==> src/rtl/fp32_mul_seq.sv <==
// fp32_mul_seq: sequential IEEE 754 single multiplier, 24-step shift-add mantissa product, RNE rounding, FTZ
module fp32_mul_seq #(
    parameter int E    = 8,
    parameter int F    = 23,
    parameter int BIAS = 127
) (
    input  logic             clk_i,
    input  logic             rst_i,
    input  logic             valid_i,
    output logic             ready_o,
    input  logic [E+F:0]     a_i,
    input  logic [E+F:0]     b_i,
    output logic             valid_o,
    input  logic             ready_i,
    output logic [E+F:0]     result_o,
    output logic             ovf_o,
    output logic             unf_o,
    output logic             nan_o
);
    localparam int M  = F + 1;
    localparam int W  = 1 + E + F;
    localparam int X  = E + 2;
    localparam int CW = $clog2(M);
    localparam logic [W-1:0] QNAN = {1'b0, {E{1'b1}}, 1'b1, {(F-1){1'b0}}};

    typedef enum logic [1:0] {IDLE, MUL, NORM, HOLD} state_t;

    state_t          state_q, state_d;
    logic [CW-1:0]   cnt_q, cnt_d;
    logic [2*M-1:0]  acc_q, acc_d;
    logic [M-1:0]    ma_q, ma_d, mb_q, mb_d;
    logic [X-1:0]    exp_q, exp_d;
    logic            sign_q, sign_d;
    logic [W-1:0]    res_q, res_d;
    logic            ovf_q, ovf_d, unf_q, unf_d, nan_q, nan_d;

    logic [E-1:0] ea, eb;
    logic [F-1:0] fa, fb;
    logic         sign_in, a_zero, b_zero, a_inf, b_inf, a_nan, b_nan, spec, spec_nan;
    logic [W-1:0] spec_res;

    assign ea       = a_i[W-2 -: E];
    assign eb       = b_i[W-2 -: E];
    assign fa       = a_i[F-1:0];
    assign fb       = b_i[F-1:0];
    assign sign_in  = a_i[W-1] ^ b_i[W-1];
    assign a_zero   = ea == '0;
    assign b_zero   = eb == '0;
    assign a_inf    = &ea & ~|fa;
    assign b_inf    = &eb & ~|fb;
    assign a_nan    = &ea & |fa;
    assign b_nan    = &eb & |fb;
    assign spec     = a_zero | b_zero | &ea | &eb;
    assign spec_nan = a_nan | b_nan | (a_inf & b_zero) | (a_zero & b_inf);
    assign spec_res = spec_nan ? QNAN :
                      (a_inf | b_inf) ? {sign_in, {E{1'b1}}, {F{1'b0}}} : {sign_in, {(W-1){1'b0}}};

    logic         hi, guard, sticky, inc, n_ovf, n_unf;
    logic [F-1:0] mant;
    logic [F:0]   mant_r;
    logic [X-1:0] exp_n;
    logic [W-1:0] norm_res;

    assign hi       = acc_q[2*M-1];
    assign mant     = hi ? acc_q[2*M-2 -: F] : acc_q[2*M-3 -: F];
    assign guard    = hi ? acc_q[M-1] : acc_q[M-2];
    assign sticky   = hi ? |acc_q[M-2:0] : |acc_q[M-3:0];
    assign inc      = guard & (sticky | mant[0]);
    assign mant_r   = {1'b0, mant} + (F+1)'(inc);
    assign exp_n    = exp_q + X'(hi) + X'(mant_r[F]);
    assign n_ovf    = ~exp_n[X-1] & (exp_n >= X'((1 << E) - 1));
    assign n_unf    = exp_n[X-1] | (exp_n == '0);
    assign norm_res = n_ovf ? {sign_q, {E{1'b1}}, {F{1'b0}}} :
                      n_unf ? {sign_q, {(W-1){1'b0}}} : {sign_q, exp_n[E-1:0], mant_r[F-1:0]};

    // Next-state and datapath update for accept, multiply iterations, normalise/round and output hold
    always_comb begin
        state_d = state_q;
        cnt_d   = cnt_q;
        acc_d   = acc_q;
        ma_d    = ma_q;
        mb_d    = mb_q;
        exp_d   = exp_q;
        sign_d  = sign_q;
        res_d   = res_q;
        ovf_d   = ovf_q;
        unf_d   = unf_q;
        nan_d   = nan_q;
        case (state_q)
            IDLE: if (valid_i) begin
                sign_d = sign_in;
                if (spec) begin
                    state_d = HOLD;
                    res_d   = spec_res;
                    nan_d   = spec_nan;
                end else begin
                    state_d = MUL;
                    cnt_d   = '0;
                    acc_d   = '0;
                    ma_d    = {1'b1, fa};
                    mb_d    = {1'b1, fb};
                    exp_d   = X'(ea) + X'(eb) - X'(BIAS);
                end
            end
            MUL: begin
                acc_d   = mb_q[cnt_q] ? acc_q + ((2*M)'(ma_q) << cnt_q) : acc_q;
                cnt_d   = cnt_q == CW'(M - 1) ? '0 : cnt_q + CW'(1);
                state_d = cnt_q == CW'(M - 1) ? NORM : MUL;
            end
            NORM: begin
                res_d   = norm_res;
                ovf_d   = n_ovf;
                unf_d   = n_unf & ~n_ovf;
                state_d = HOLD;
            end
            HOLD: if (ready_i) begin
                state_d = IDLE;
                ovf_d   = 1'b0;
                unf_d   = 1'b0;
                nan_d   = 1'b0;
            end
            default: state_d = IDLE;
        endcase
    end

    // State and datapath registers; asynchronous reset discards any operation in flight
    always_ff @(posedge clk_i or posedge rst_i) begin
        if (rst_i) begin
            state_q <= IDLE;
            cnt_q   <= '0;
            acc_q   <= '0;
            ma_q    <= '0;
            mb_q    <= '0;
            exp_q   <= '0;
            sign_q  <= 1'b0;
            res_q   <= '0;
            ovf_q   <= 1'b0;
            unf_q   <= 1'b0;
            nan_q   <= 1'b0;
        end else begin
            state_q <= state_d;
            cnt_q   <= cnt_d;
            acc_q   <= acc_d;
            ma_q    <= ma_d;
            mb_q    <= mb_d;
            exp_q   <= exp_d;
            sign_q  <= sign_d;
            res_q   <= res_d;
            ovf_q   <= ovf_d;
            unf_q   <= unf_d;
            nan_q   <= nan_d;
        end
    end

    assign ready_o  = state_q == IDLE;
    assign valid_o  = state_q == HOLD;
    assign result_o = res_q;
    assign ovf_o    = ovf_q;
    assign unf_o    = unf_q;
    assign nan_o    = nan_q;
endmodule

==> config.mk <==
export PLATFORM = sky130hd
export DESIGN_NAME = fp32_mul_seq
export DESIGN_NICKNAME = d
export VERILOG_FILES = /design/src/rtl/fp32_mul_seq.sv
export SDC_FILE = /design/constraint.sdc
export NUM_CORES = 1
export LEC_CHECK = 0
export CAP_MARGIN = 10
export CORE_UTILIZATION = 50
export CTS_BUF_LIST = sky130_fd_sc_hd__clkbuf_4
export CTS_CLUSTER_DIAMETER = 100
export DETAILED_ROUTE_END_ITERATION = 7
export GPL_ROUTABILITY_DRIVEN = 1
export PLACE_DENSITY = 0.71
export SLEW_MARGIN = 0
export SYNTH_ARGS = -nofsm -noshare
export SYNTH_HDL_FRONTEND = slang
export SYNTH_SLANG_ARGS = --single-unit
==> constraint.sdc <==
create_clock -name clk_i -period 8.9 [get_ports clk_i]
set_input_delay 1.78 -clock clk_i [delete_from_list [all_inputs] [get_ports clk_i]]
set_output_delay 1.78 -clock clk_i [all_outputs]
set_load 0.05 [all_outputs]
==> impl_metrics.csv <==
group,metric,value,unit
cts,cts_setup_buffers,0,
timing,finalSetupViolCount,0,
cts,cts.sinks,148,
yosys,syn_inst,1408,
cts,clock_path_buffers,2,
setup_path,path_class,"register to register",
timing,post-route-min-period,4.69,ns
global_routing,overflow,0,
cts,insertion_delay,0.59,ns
setup_path,r2r-end,"acc_q[47]$_DFFE_PP0P_",
placed_design,dpl.hpwl,21500,µm
global_routing,antenna_found_initial,1,
die,io_pins,105,
worst_hold_path,hold_depth,2,
outcome,outcome,"finished clean",
detailed_routing,viasPerCell,5.86,
timing,final_hold_viol_count,0,
setup_path,r2r-start,"cnt_q[2]$_DFFE_PP0P_",
setup_path,path_max_fanout,37,
yosys,synth_top_area_frac,0.321,
yosys,synth-async-reset-ratio,1.00,
global_routing,top_usage_layer,"met2",
yosys,synth_edf_count,0,
die,rows,55,
finish,final_nets,1590,
die,fp.dieH,154,µm
yosys,ys_seq_area_frac,0.321,
yosys,syn_nets,1544,
finish,multiInputGateArea,7400,µm²
timing,period_share,0.527,
global_routing,grt_util_met3,0.0316,
finish,syn2layout_area_growth,12.3,%
setup_path,critPathCaptureType,"register",
yosys,synth_top_cell_by_area,"dfrtp_1",
detailed_routing,vias,10300,
yosys,yosys_warnings,0,
detailed_routing,post_drt_wl_per_cell,16.2,µm
cts,hold_buffers,0,
worst_hold_path,hold_end,"mb_q[7]$_DFFE_PP0P_",
detailed_routing,first_pass_iters,5,
finish,fillerInstances,2061,
die,die_x,154,µm
setup_path,crit_arrival,5.13,ns
die,coreArea,22600,µm²
placed_design,port_buffers,104,
die,start_util,0.510,
timing,final.setup_skew,0.0252,ns
cts,ctsResizeCount,0,
cts,cts_root_buffer,"clkbuf_4",
global_routing,use_met1,0.356,
pwr,power.density,429,nW/µm²
worst_hold_path,worstHoldStart,"mb_q[7]$_DFFE_PP0P_",
setup_path,cp.required,9.35,ns
detailed_routing,drc,0,
detailed_routing,routed_wl,28400,µm
setup_path,max_stage_delay,0.40,ns
pwr,power,5.56,mW
pwr,ir_drop,179,µV
timing,rsz0062_at_grt,"false",
detailed_routing,ant_nets,0,
finish,drive_gt1_frac,0.0709,
pwr,power_leakage,5.83,nW
timing,final.setup.tns,0,ns
setup_path,reg2reg_depth,17,
cts,clkTransAtPathRegs,0.13,ns
cts,htree_num_levels,4,
setup_path,crit_buf_inv,2,
setup_path,ff2ff_setup_slack,4.21,ns
global_routing,use_met2,0.393,
setup_path,crit_family,"compound AO/OA/AOI/OAI gates",
setup_path,slowest_stage,"buf_4",
timing,final_max_slew_viol_count,0,
yosys,yosysMostFrequentCell,"nand2_1",
yosys,synthTopCellsByArea,"dfrtp_1, nand2_1, ha_1, xor2_1, o21ai_0",
yosys,yosys-top-cells-count,"nand2_1, dfrtp_1, nor2_1",
yosys,synth_cell_type_count,72,
yosys,ys_ff_latch,148,
global_routing,grt_max_degree,80,
timing,maxSlewHeadroom,0.232,
timing,max_freq,213,MHz
flow_run,cap_violations,0,
global_routing,grt_usage,0.251,
cts,cts_buffers,17,
yosys,synth-main-ff-cell,"dfrtp_1",
timing,worst_pin_slew,1.15,ns
die,dieArea,23700,µm²
placed_design,place.gp.congestion,0.945,
detailed_routing,drt_iter0_drc,776,
yosys,syn_avg_cell_area,8.20,µm²
yosys,synth_area,11600,µm²
setup_path,worstSetupStartpointType,"register",
worst_hold_path,hp-class,"register to register",
global_routing,grt_pass1_vias,9678,
setup_path,crit_chain,"buf_4, inv_1, nor4b_1, a21oi_1, mux2_2, mux2i_1, ha_1, a21o_1, a21o_1, a21oi_1, nand3_1, a211o_1, a311oi_4, mux2i_1, nor3_1, o21ai_1, o21ai_1",
cts,cts_tree,"done",
finish,seq_area,3700,µm²
global_routing,grt_pass1_wl,48200,µm
## sequential cells by signal, summed over array words and instances (netlist names)
name and cells:
result_o 32, ovf_o 1, state_q 2, mb_q 23, cnt_q 5, unf_o 1, exp_q 10, ma_q 24
sign_q 1, nan_o 1, acc_q 48
## layout by cell type, fill, tap and decap left out, types with 6 or more instances in the layout
master and count:
and2_1 12, clkdlybuf4s50_1 104, mux2_2 19, o22ai_1 17, nand2b_1 12, buf_4 11
nand2_1 315, dfrtp_1 148, o22a_1 7, nor2b_1 10, mux2i_1 39, nand4_1 21
nor4_1 19, xor2_1 50, nor3_1 10, mux4_2 16, clkbuf_4 18, a22o_1 24
o21ai_1 30, o21bai_1 6, ha_1 65, a21oi_1 72, nand3_1 46, inv_1 28
a21o_1 34, a31oi_1 14, nor2_1 87, a211oi_1 6, xnor2_1 42, o21ai_0 81
o211ai_1 8
## where the power goes
group | switching (mW) | internal (mW)
Combinational | 2.37 | 1.50
Clock | 0.273 | 0.145
Sequential | 0.293 | 0.969
Total | 2.94 | 2.62
## tightest hold or removal path: cells and delay by family, from the launching register on
kind,cells,cell delay [ns]
flip-flops,1,0.36
AND/OR/NAND/NOR,2,0.11
## stage by stage
stage / area [µm²] / utilization / hold slack, ns / instances / setup slack, ns
after floorplan: 11600 / - / 0.440 / 1408 / 3.14
after global placement: 12700 / 0.561 / 0.458 / 1720 / 4.37
after detailed placement: 12700 / 0.561 / 0.461 / 1720 / 4.32
after CTS: 13000 / 0.573 / 0.492 / 1752 / 4.27
after global routing: 13000 / 0.573 / 0.508 / 1754 / 3.82
final: 13000 / 0.573 / 0.489 / 1754 / 4.21
## worst max-delay path by stage
stage | to | depth (start not counted) | start
2_1_floorplan | acc_q[0]$_DFFE_PP0P_ | 1 | rst_i
3_3_place_gp | acc_q[34]$_DFFE_PP0P_ | 10 | a_i[24]
3_5_place_dp | acc_q[47]$_DFFE_PP0P_ | 17 | cnt_q[2]$_DFFE_PP0P_
4_1_cts | acc_q[47]$_DFFE_PP0P_ | 17 | cnt_q[2]$_DFFE_PP0P_
5_1_grt | acc_q[46]$_DFFE_PP0P_ | 16 | cnt_q[1]$_DFFE_PP0P_
6_report | acc_q[47]$_DFFE_PP0P_ | 17 | cnt_q[2]$_DFFE_PP0P_
## routing by layer
layer / wire [µm] / up-vias
met1: 13700 / 4856
met4: 658 / 0
met5: 0 / -
met3: 1280 / 49
li1: - / 5095
met2: 12800 / 278
## cell type report
class                      instances  share of cell area
timing repair buffer             115              0.0866
multi-input combinational       1141               0.570
inverter                          31             0.00936
sequential                       148               0.286
clock buffer                      18              0.0104
clock inverter                    14             0.00975
tap                              285              0.0275
antenna                            2            0.000386
## kinds of logic (layout without fill, tap and decap cells)
family                     Yosys count  count (layout)  share of synthesized area
other                                0               2                          0
DFF                                148             148                      0.321
adders and majority gates           68              68                     0.0756
xor gates and xnor gates            92              92                     0.0698
buffers and inverters              119             178                     0.0414
and+or+nand+nor                    560             560                      0.213
AOI/OAI and AO/OA                  346             346                      0.195
muxes                               75              75                     0.0844
Note: power is estimated with default switching activity, not from simulation.
